--- config.mk ---
export PLATFORM = sky130hd
export DESIGN_NAME = instruction_encoder
export DESIGN_NICKNAME = d
export VERILOG_FILES = /design/src/rtl/instruction_encoder_pkg.sv /design/src/rtl/instruction_encoder_imm_pack.sv /design/src/rtl/instruction_encoder.sv
export SDC_FILE = /design/constraint.sdc
export NUM_CORES = 1
export LEC_CHECK = 0
export CAP_MARGIN = 20
export CORE_MARGIN = 2
export CORE_UTILIZATION = 46
export CTS_BUF_LIST = sky130_fd_sc_hd__clkbuf_4 sky130_fd_sc_hd__clkbuf_8
export CTS_CLUSTER_DIAMETER = 60
export DETAILED_ROUTE_END_ITERATION = 8
export GPL_ROUTABILITY_DRIVEN = 0
export MAX_ROUTING_LAYER = met4
export PLACE_DENSITY = 0.77
export SLEW_MARGIN = 40
export SYNTH_ARGS = -nofsm -noshare
export SYNTH_HDL_FRONTEND = slang
export SYNTH_SLANG_ARGS = --single-unit
--- constraint.sdc ---
create_clock -name clk -period 6.3 [get_ports clk]
set_input_delay 1.575 -clock clk [delete_from_list [all_inputs] [get_ports clk]]
set_output_delay 1.575 -clock clk [all_outputs]
set_load 0.05 [all_outputs]
--- src/rtl/instruction_encoder_pkg.sv ---
// instruction_encoder_pkg: format codes, opcode constants and the B/J decoder bias
package instruction_encoder_pkg;
  typedef enum logic [2:0] {
    FMT_R = 3'd0,
    FMT_I = 3'd1,
    FMT_S = 3'd2,
    FMT_B = 3'd3,
    FMT_U = 3'd4,
    FMT_J = 3'd5
  } fmt_e;
  localparam logic [6:0] OP_REG    = 7'b0110011;
  localparam logic [6:0] OP_IMM    = 7'b0010011;
  localparam logic [6:0] OP_STORE  = 7'b0100011;
  localparam logic [6:0] OP_BRANCH = 7'b1100011;
  localparam logic [6:0] OP_JAL    = 7'b1101111;
  localparam logic [6:0] OP_LUI    = 7'b0110111;
  localparam logic [32:0] BJ_BIAS  = 33'd4;
endpackage

--- src/rtl/instruction_encoder_imm_pack.sv ---
// instruction_encoder_imm_pack: places immediate (and funct7) bits into the instruction word and range-checks them
//   in: i_fmt, i_opcode, i_funct3, i_funct7, i_imm   out: o_bits (opcode/reg/funct3 fields zero), o_legal
module instruction_encoder_imm_pack
  import instruction_encoder_pkg::*;
(
  input  logic [2:0]  i_fmt,
  input  logic [6:0]  i_opcode,
  input  logic [2:0]  i_funct3,
  input  logic [6:0]  i_funct7,
  input  logic [31:0] i_imm,
  output logic [31:0] o_bits,
  output logic        o_legal
);
  logic signed [32:0] w_imm_s;
  logic signed [32:0] w_fs;
  logic [32:0]        w_fu;
  logic               w_shift;
  logic               w_sltiu;
  logic               w_s12;
  // the decoder subtracts 4 from B/J offsets, so the encoded field is imm+4; 33 bits keep the carry
  assign w_imm_s = {i_imm[31], i_imm};
  assign w_fs    = w_imm_s + BJ_BIAS;
  // BLTU/BGEU immediates arrive zero-extended, so their sum is taken unsigned
  assign w_fu    = {1'b0, i_imm} + BJ_BIAS;
  assign w_shift = i_opcode == OP_IMM && (i_funct3 == 3'b001 || i_funct3 == 3'b101);
  assign w_sltiu = i_opcode == OP_IMM && i_funct3 == 3'b011;
  assign w_s12   = w_imm_s >= -33'sd2048 && w_imm_s <= 33'sd2047;
  always_comb begin
    o_bits  = '0;
    o_legal = 1'b0;
    case (i_fmt)
      FMT_R: begin
        o_bits  = {i_funct7, 25'b0};
        o_legal = 1'b1;
      end
      FMT_I: begin
        o_bits  = w_shift ? {i_funct7, i_imm[4:0], 20'b0} : {i_imm[11:0], 20'b0};
        o_legal = w_shift ? i_imm < 32'd32 : w_sltiu ? i_imm < 32'd4096 : w_s12;
      end
      FMT_S: begin
        o_bits  = {i_imm[11:5], 13'b0, i_imm[4:0], 7'b0};
        o_legal = w_s12;
      end
      FMT_B: begin
        o_bits  = {w_fs[12], w_fs[10:5], 13'b0, w_fs[4:1], w_fs[11], 7'b0};
        o_legal = !w_fs[0] && (i_funct3[2:1] == 2'b11 ? w_fu <= 33'd8190
                                                       : w_fs >= -33'sd4096 && w_fs <= 33'sd4094);
      end
      FMT_U: begin
        o_bits  = {i_imm[31:12], 12'b0};
        o_legal = i_imm[11:0] == 12'b0;
      end
      FMT_J: begin
        o_bits  = {w_fs[20], w_fs[10:1], w_fs[11], w_fs[19:12], 12'b0};
        o_legal = !w_fs[0] && w_fs >= -33'sd1048576 && w_fs <= 33'sd1048575;
      end
      default: begin
        o_bits  = '0;
        o_legal = 1'b0;
      end
    endcase
  end
endmodule

--- src/rtl/instruction_encoder.sv ---
// instruction_encoder: packs decoded RV32I fields into instruction words streamed with sequential addresses
//   in: clk, rst_n, start/start_addr, in_valid + field bundle, out_ready
//   out: in_ready, out_valid/out_instr/out_addr, err_pulse, err_flag
module instruction_encoder
  import instruction_encoder_pkg::*;
#(
  parameter int                    ADDR_WIDTH = 32,
  parameter logic [ADDR_WIDTH-1:0] BASE_ADDR  = '0
) (
  input  logic                  clk,
  input  logic                  rst_n,
  input  logic                  start,
  input  logic [ADDR_WIDTH-1:0] start_addr,
  input  logic                  in_valid,
  output logic                  in_ready,
  input  logic [2:0]            fmt,
  input  logic [6:0]            opcode,
  input  logic [4:0]            rd,
  input  logic [4:0]            rs1,
  input  logic [4:0]            rs2,
  input  logic [2:0]            funct3,
  input  logic [6:0]            funct7,
  input  logic [31:0]           imm,
  output logic                  out_valid,
  input  logic                  out_ready,
  output logic [31:0]           out_instr,
  output logic [ADDR_WIDTH-1:0] out_addr,
  output logic                  err_pulse,
  output logic                  err_flag
);
  logic [31:0]           w_bits;
  logic                  w_legal;
  logic                  w_accept;
  logic                  w_load;
  logic                  w_rd;
  logic                  w_rs1;
  logic                  w_rs2;
  logic                  w_f3;
  logic [31:0]           w_instr;
  logic [ADDR_WIDTH-1:0] r_addr;
  logic [ADDR_WIDTH-1:0] r_out_addr;
  logic [31:0]           r_out_instr;
  logic                  r_out_valid;
  logic                  r_err_pulse;
  logic                  r_err_flag;
  instruction_encoder_imm_pack u_imm_pack (
    .i_fmt   (fmt),
    .i_opcode(opcode),
    .i_funct3(funct3),
    .i_funct7(funct7),
    .i_imm   (imm),
    .o_bits  (w_bits),
    .o_legal (w_legal)
  );
  assign in_ready = !start && (!r_out_valid || out_ready);
  assign w_accept = in_valid && in_ready;
  assign w_load   = w_accept && w_legal;
  assign w_rd     = fmt == FMT_R || fmt == FMT_I || fmt == FMT_U || fmt == FMT_J;
  assign w_rs1    = fmt == FMT_R || fmt == FMT_I || fmt == FMT_S || fmt == FMT_B;
  assign w_rs2    = fmt == FMT_R || fmt == FMT_S || fmt == FMT_B;
  assign w_f3     = w_rs1;
  assign w_instr  = w_bits | {7'b0, w_rs2 ? rs2 : 5'b0, w_rs1 ? rs1 : 5'b0,
                              w_f3 ? funct3 : 3'b0, w_rd ? rd : 5'b0, opcode};
  always_ff @(posedge clk or negedge rst_n) begin
    if (!rst_n) begin
      r_addr      <= {BASE_ADDR[ADDR_WIDTH-1:2], 2'b00};
      r_out_addr  <= '0;
      r_out_instr <= '0;
      r_out_valid <= 1'b0;
      r_err_pulse <= 1'b0;
      r_err_flag  <= 1'b0;
    end else begin
      r_err_pulse <= w_accept && !w_legal;
      r_out_valid <= w_load ? 1'b1 : out_ready ? 1'b0 : r_out_valid;
      if (start) begin
        r_addr     <= {start_addr[ADDR_WIDTH-1:2], 2'b00};
        r_err_flag <= 1'b0;
      end else if (w_load) begin
        r_out_instr <= w_instr;
        r_out_addr  <= r_addr;
        r_addr      <= r_addr + ADDR_WIDTH'(4);
      end else if (w_accept) begin
        r_err_flag <= 1'b1;
      end
    end
  end
  assign out_valid = r_out_valid;
  assign out_instr = r_out_instr;
  assign out_addr  = r_out_addr;
  assign err_pulse = r_err_pulse;
  assign err_flag  = r_err_flag;
endmodule

Word-level counts from Yosys, hierarchy flattened

Index checks and enable logic that the tools add are counted.

ROM bits: 0
Register bits: 99
Memories kept: 0
Bits of input ports: 104
Bits in latches: 0
Bits in writable memories: 0
Output and inout bits: 68
Word-level logic and storage cells: 79

Equality and inequality tests: 11
Mux-type cells: 17
Shift operators: 0
$mul: 0
Reductions and logical operators: 31
$add $sub $neg: 3
Divide/modulo/power cells: 0
Bitwise gates (word level): 2
$lt $le $gt $ge: 9

Operator list:

| cell                  | count |
|---|---|
| $pmux 32 s6           | 1 |
| $mux 32               | 3 |
| $le 33x13->1 const B  | 2 |
| $add 32x3->33 const B | 1 |
| $add 32x4->33 const B | 1 |
| $ge 33x13->1 const B  | 1 |
| $ge 33x21->1 const B  | 1 |
| $le 33x21->1 const B  | 1 |
| $add 32x3->32 const B | 1 |
| $ge 32x12->1 const B  | 1 |
| $le 32x12->1 const B  | 1 |
| $lt 32x13->1 const B  | 1 |
| $lt 32x6->1 const B   | 1 |
| $or 32x25->32         | 1 |
| $mux 5                | 3 |
| $logic_not 12->1      | 1 |
| $logic_and 1x1->1     | 11 |
| $eq 3x2->1 const B    | 3 |
| $eq 3x3->1 const B    | 3 |
| $logic_or 1x1->1      | 9 |
| $mux 1                | 8 |
| $eq 7x5->1 const B    | 1 |
| $eq 3x1->1 const B    | 2 |
| $pmux 1 s6            | 1 |
| other kinds (8)       | 14 |

Longest topological paths before layout

Depth in word-level cells: 9
Depth in mapped cells: 15
Depth with buffers taken out: 11

Cells and area by module

A second synthesis with hierarchy kept.

Cells, all modules: 785
Area total of the unflattened synthesis: 6,160.9 sq um

Modules (own cells, without submodules):

| module                       | instances | sequential area each (sq um) | cells an instance | area an instance (sq um) |
|---|---|---|---|---|
| instruction_encoder          | 1         | 2,377.3                      | 486               | 4,371.7 |
| instruction_encoder_imm_pack | 1         | 0.0                          | 299               | 1,789.2 |

Worst setup path after synthesis

OpenSTA, ideal clock, no wires.

Path type: in2reg
From: in imm[11]
To: reg r_addr[7]
Library setup time: 82 ps
Arrival: 4,551 ps
Data required time: 6,218 ps
Buffers on the path: 2
Stages: 11
Slack: 1,667 ps
Cell sequence: buf_2 -> nand4_4 -> or3_4 -> or4_4 -> o31a_1 -> nor4_1 -> o2111ai_1 -> buf_2 -> a21o_1 -> or4_1 -> a31oi_1

Word-level cells in the longest chain between the ends: 8
Elaborated cells between the ends (all ways): 23
Those cells by class: 2 x add/sub; 9 x order compare; 4 x mux; 8 x reduce/logical

Ends and longest elaborated chain:

| item                                                | RTL line                           | source |
|---|---|---|
| start: declaration                                  | instruction_encoder.sv:23          | `input logic [31:0] imm,` |
| $add 32x4->33                                       | instruction_encoder_imm_pack.sv:22 | `assign w_fs = w_imm_s + BJ_BIAS;` |
| $ge 33x13->1 / $le 33x13->1 (equally long branches) | instruction_encoder_imm_pack.sv:47 | `: w_fs >= -33'sd4096 && w_fs <= 33'sd4094);` |
| $logic_and 1x1->1                                   | instruction_encoder_imm_pack.sv:47 |  |
| $mux 1                                              | instruction_encoder_imm_pack.sv:46 | `o_legal = !w_fs[0] && (i_funct3[2:1] == 2'b11 ? w_fu <= 33'd8190` |
| $logic_and 1x1->1                                   | instruction_encoder_imm_pack.sv:46 |  |
| $pmux 1 s6 (*)                                      | instruction_encoder_imm_pack.sv:31 | `case (i_fmt)` |
| $logic_and 1x1->1 (*)                               | instruction_encoder.sv:57          | `assign w_load = w_accept && w_legal;` |
| $reduce_bool 2->1 (no source line) (*)              | n/a                                |  |
| end signal: assignment                              | instruction_encoder.sv:66          | `r_addr <= {BASE_ADDR[ADDR_WIDTH-1:2], 2'b00};` |
| end signal: assignment                              | instruction_encoder.sv:76          | `r_addr <= {start_addr[ADDR_WIDTH-1:2], 2'b00};` |
| end signal: assignment                              | instruction_encoder.sv:81          | `r_addr <= r_addr + ADDR_WIDTH'(4);` |
| end: declaration                                    | instruction_encoder.sv:40          | `logic [ADDR_WIDTH-1:0] r_addr;` |

Every way passes the cells marked *; elsewhere a longest branch is shown, timed or not.
A chain may end at the register's enable or synchronous reset.

Final worst setup path

From: in imm[13]
To: reg r_addr[7]

The elaborated chain is that of the path after synthesis.

==> flow_metrics.py <==
metrics = {
    "outcome": {
        "status": "complete, no violations",
    },
    "die": {
        "num_io_pins": 172,
        "die_w_um": 119,
        "num_rows": 42,
        "dieArea_um2": 14200,
        "initial_core_util": 0.466,
        "core-area_um2": 13100,
        "die_y_um": 119,
    },
    "sta": {
        "tightest_slew_ns": 0.842,
        "finalCritPeriodShare": 0.850,
        "setup_viol": 0,
        "setup_tns_ns": 0,
        "period_needed_ns": 5.36,
        "finalHoldViolCount": 0,
        "finalMaxSlewViolations": 0,
        "finalWorstSetupSlack_ns": 0.943,
        "fin_skew_ns": 0.0157,
        "fmax_mhz": 187,
        "max_slew_margin": 0.437,
        "hold_ws_ns": 0.477,
        "rsz0062_at_grt": "false",
    },
    "critical_path": {
        "timing.rr.end": "r_addr[31]$_DFFE_PN0P_",
        "cp_cell_sequence": "clkdlybuf4s50_1, nand4_4, or3_4, or4_4, o31a_1, nor4_1, o2111ai_1, buf_4, a21o_2, or4_1, a31oi_1",
        "reg2reg_depth": 10,
        "rrSetupSlack_ns": 3.18,
        "cp_max_fo": 11,
        "arrival_ns": 5.66,
        "critPathMaxStageDelay_ns": 0.74,
        "r2r-start": "r_addr[8]$_DFFE_PN0P_",
        "cp_data_required_time_ns": 6.60,
        "critPathKind": "in -> reg",
        "critPathSlowestCell": "clkdlybuf4s50_1",
        "cp-start-kind": "primary input",
        "critPathCaptureType": "flop",
    },
    "global_routing": {
        "grt.overflow.total": 0,
        "grt_pass1_wl_um": 30100,
        "grt_max_degree": 54,
        "grt_pass1_vias": 5973,
        "grt_util_all_layers": 0.268,
        "antenna_found_initial": 0,
    },
    "cts": {
        "cts_root_buffer": "clkbuf_8",
        "clock_latency_ns": 0.37,
        "cts_htree_levels": 3,
        "clk_pin_slew_worst_paths_ns": 0.10,
        "cts_tree": "done",
        "cts_buffers": 9,
        "cts_setup_buffers": 0,
        "cts.path.max_buffers": 2,
        "cts_sinks": 95,
        "ctsHoldBuffers": 0,
        "ctsResizeCount": 0,
    },
    "flow_run": {
        "maxCapViolations": 0,
    },
    "cells_and_area": {
        "final_net_count": 1016,
        "diodes": 0,
        "drive_gt1_frac": 0.0537,
        "syn2layout_area_growth_pct": 33.3,
    },
    "pwr": {
        "p_leak_nw": 3.31,
        "worst_ir_drop_vdd_mv": 0.105,
        "p_per_area_nw_per_um2": 254,
    },
    "route": {
        "drc_errors": 0,
        "drt_first_pass_iters": 5,
        "wirelength_um": 18500,
        "drt_iter0_markers": 463,
        "ant_nets": 0,
        "wire_per_inst_um": 17.0,
        "vias_per_cell": 5.80,
        "vias": 6315,
    },
    "placed_design": {
        "io_buffers": 167,
        "pre_cts_ws_ns": 0.657,
        "dp_hpwl_um": 13500,
    },
    "worst_hold_path": {
        "hold_path_end": "out_instr[14]$_DFFE_PN0P_",
        "hold_start": "out_instr[14]$_DFFE_PN0P_",
        "holdPathStages": 2,
        "worstHoldPathType": "reg -> reg",
    },
    "synth": {
        "seq_area_frac_synth": 0.389,
        "synthDistinctLibCells": 69,
        "syn_inst": 769,
        "yosysTopAreaCell": "dfrtp_1",
        "async_flop_share": 1.00,
        "ys_warn_count": 0,
        "synth_seq_cells": 95,
        "synth-edff-count": 0,
        "yosys-top-cells-area": "dfrtp_1 39%, nand2_1 11%, nor2_1 3.6%, o21ai_0 3.5%, xnor2_1 2.9%",
        "synth_top_area_frac": 0.389,
        "synth_flop_cell": "dfrtp_1",
        "syn-mean-instance-area_um2": 7.96,
        "syn_area_um2": 6120,
    },
}
[layout make-up]
cell class	count	area (µm²)
fill	1177	4980
tap	176	220
sequential	95	2380
clock inverter	4	77.6
timing repair buffer	185	1830
multi-input combinational	599	3430
inverter	18	67.6
clock buffer	11	151
[cell usage in the layout (no fill, tap or decap), types with 18 or more instances in the layout]
cell type	instances
a21oi_1	32
a31oi_1	18
buf_4	18
clkdlybuf4s50_1	165
dfrtp_1	95
inv_1	18
nand2_1	172
nand3_1	33
nor2_1	58
o21ai_0	43
xnor2_1	20
[flip-flops by register name (all words and copies together) (netlist names)]
signal	cells
out_instr	32
out_addr	30
out_valid	1
err_flag	1
err_pulse	1
r_addr	30
[synthesized netlist by cell type, drive strengths merged (18+ instances only)]
library cell and instances:
a21oi 33, a31oi 18, buf 23, clkbuf 35, dfrtp 95, inv 18, nand2 172, nand3 34
nand4 19, nor2 58, o21ai 43, xnor2 20
[worst max-delay path: cells and delay by family]
kind | cells | cell delay, ns
AND/OR/NAND/NOR | 5 | 2.08
AO/OA/AOI/OAI | 4 | 1.01
buffers and inverters | 2 | 0.99
[worst max path at each step]
stage	from	endpoint	depth (start not counted)
detailed placement	imm[13]	r_addr[7]$_DFFE_PN0P_	11
floorplan	imm[11]	r_addr[7]$_DFFE_PN0P_	11
global placement	imm[13]	r_addr[7]$_DFFE_PN0P_	11
global route	imm[17]	r_addr[7]$_DFFE_PN0P_	11
finish	imm[13]	r_addr[7]$_DFFE_PN0P_	11
CTS	imm[13]	r_addr[7]$_DFFE_PN0P_	11
[metal layers]
layer | vias to the layer above | GRT usage | part of all wire
li1 | 3023 | - | -
met1 | 2956 | 0.349 | 0.42
met2 | 293 | 0.429 | 0.48
met3 | 43 | 0.0350 | 0.075
met4 | 0 | 0.101 | 0.025
met5 | - | - | 0
[where the power goes]
group | total (W) | leakage, nW | switching (W) | internal [W]
Combinational | 0.000822 | 2.02 | 0.000531 | 0.000291
Sequential | 0.000778 | 1.17 | 0.0000647 | 0.000714
Clock | 0.000471 | 0.116 | 0.000226 | 0.000246
Total | 0.00207 | 3.31 | 0.000821 | 0.00125
[metrics by stage]
stage / area, µm² / total power (W) / cells / utilization
after floorplan: 6120 / 0.00129 / 770 / -
after global placement: 7920 / 0.00160 / 1073 / 0.603
final: 8160 / 0.00207 / 1088 / 0.621
after global routing: 8160 / 0.00217 / 1088 / 0.621
after detailed placement: 7930 / 0.00161 / 1073 / 0.603
after CTS: 8160 / 0.00208 / 1088 / 0.621
[cell families after synthesis]
family | after synthesis | synth area share
other | 1 | 0.000613
buffers and inverters | 76 | 0.0530
AND/OR/NAND/NOR | 382 | 0.304
AO/OA/AOI/OAI | 172 | 0.188
adder cells (fa/ha/maj) | 4 | 0.00818
XOR/XNOR | 32 | 0.0458
multiplexers | 7 | 0.0119
flip-flops | 95 | 0.389
No activity file was read; power rests on OpenSTA's default activity.
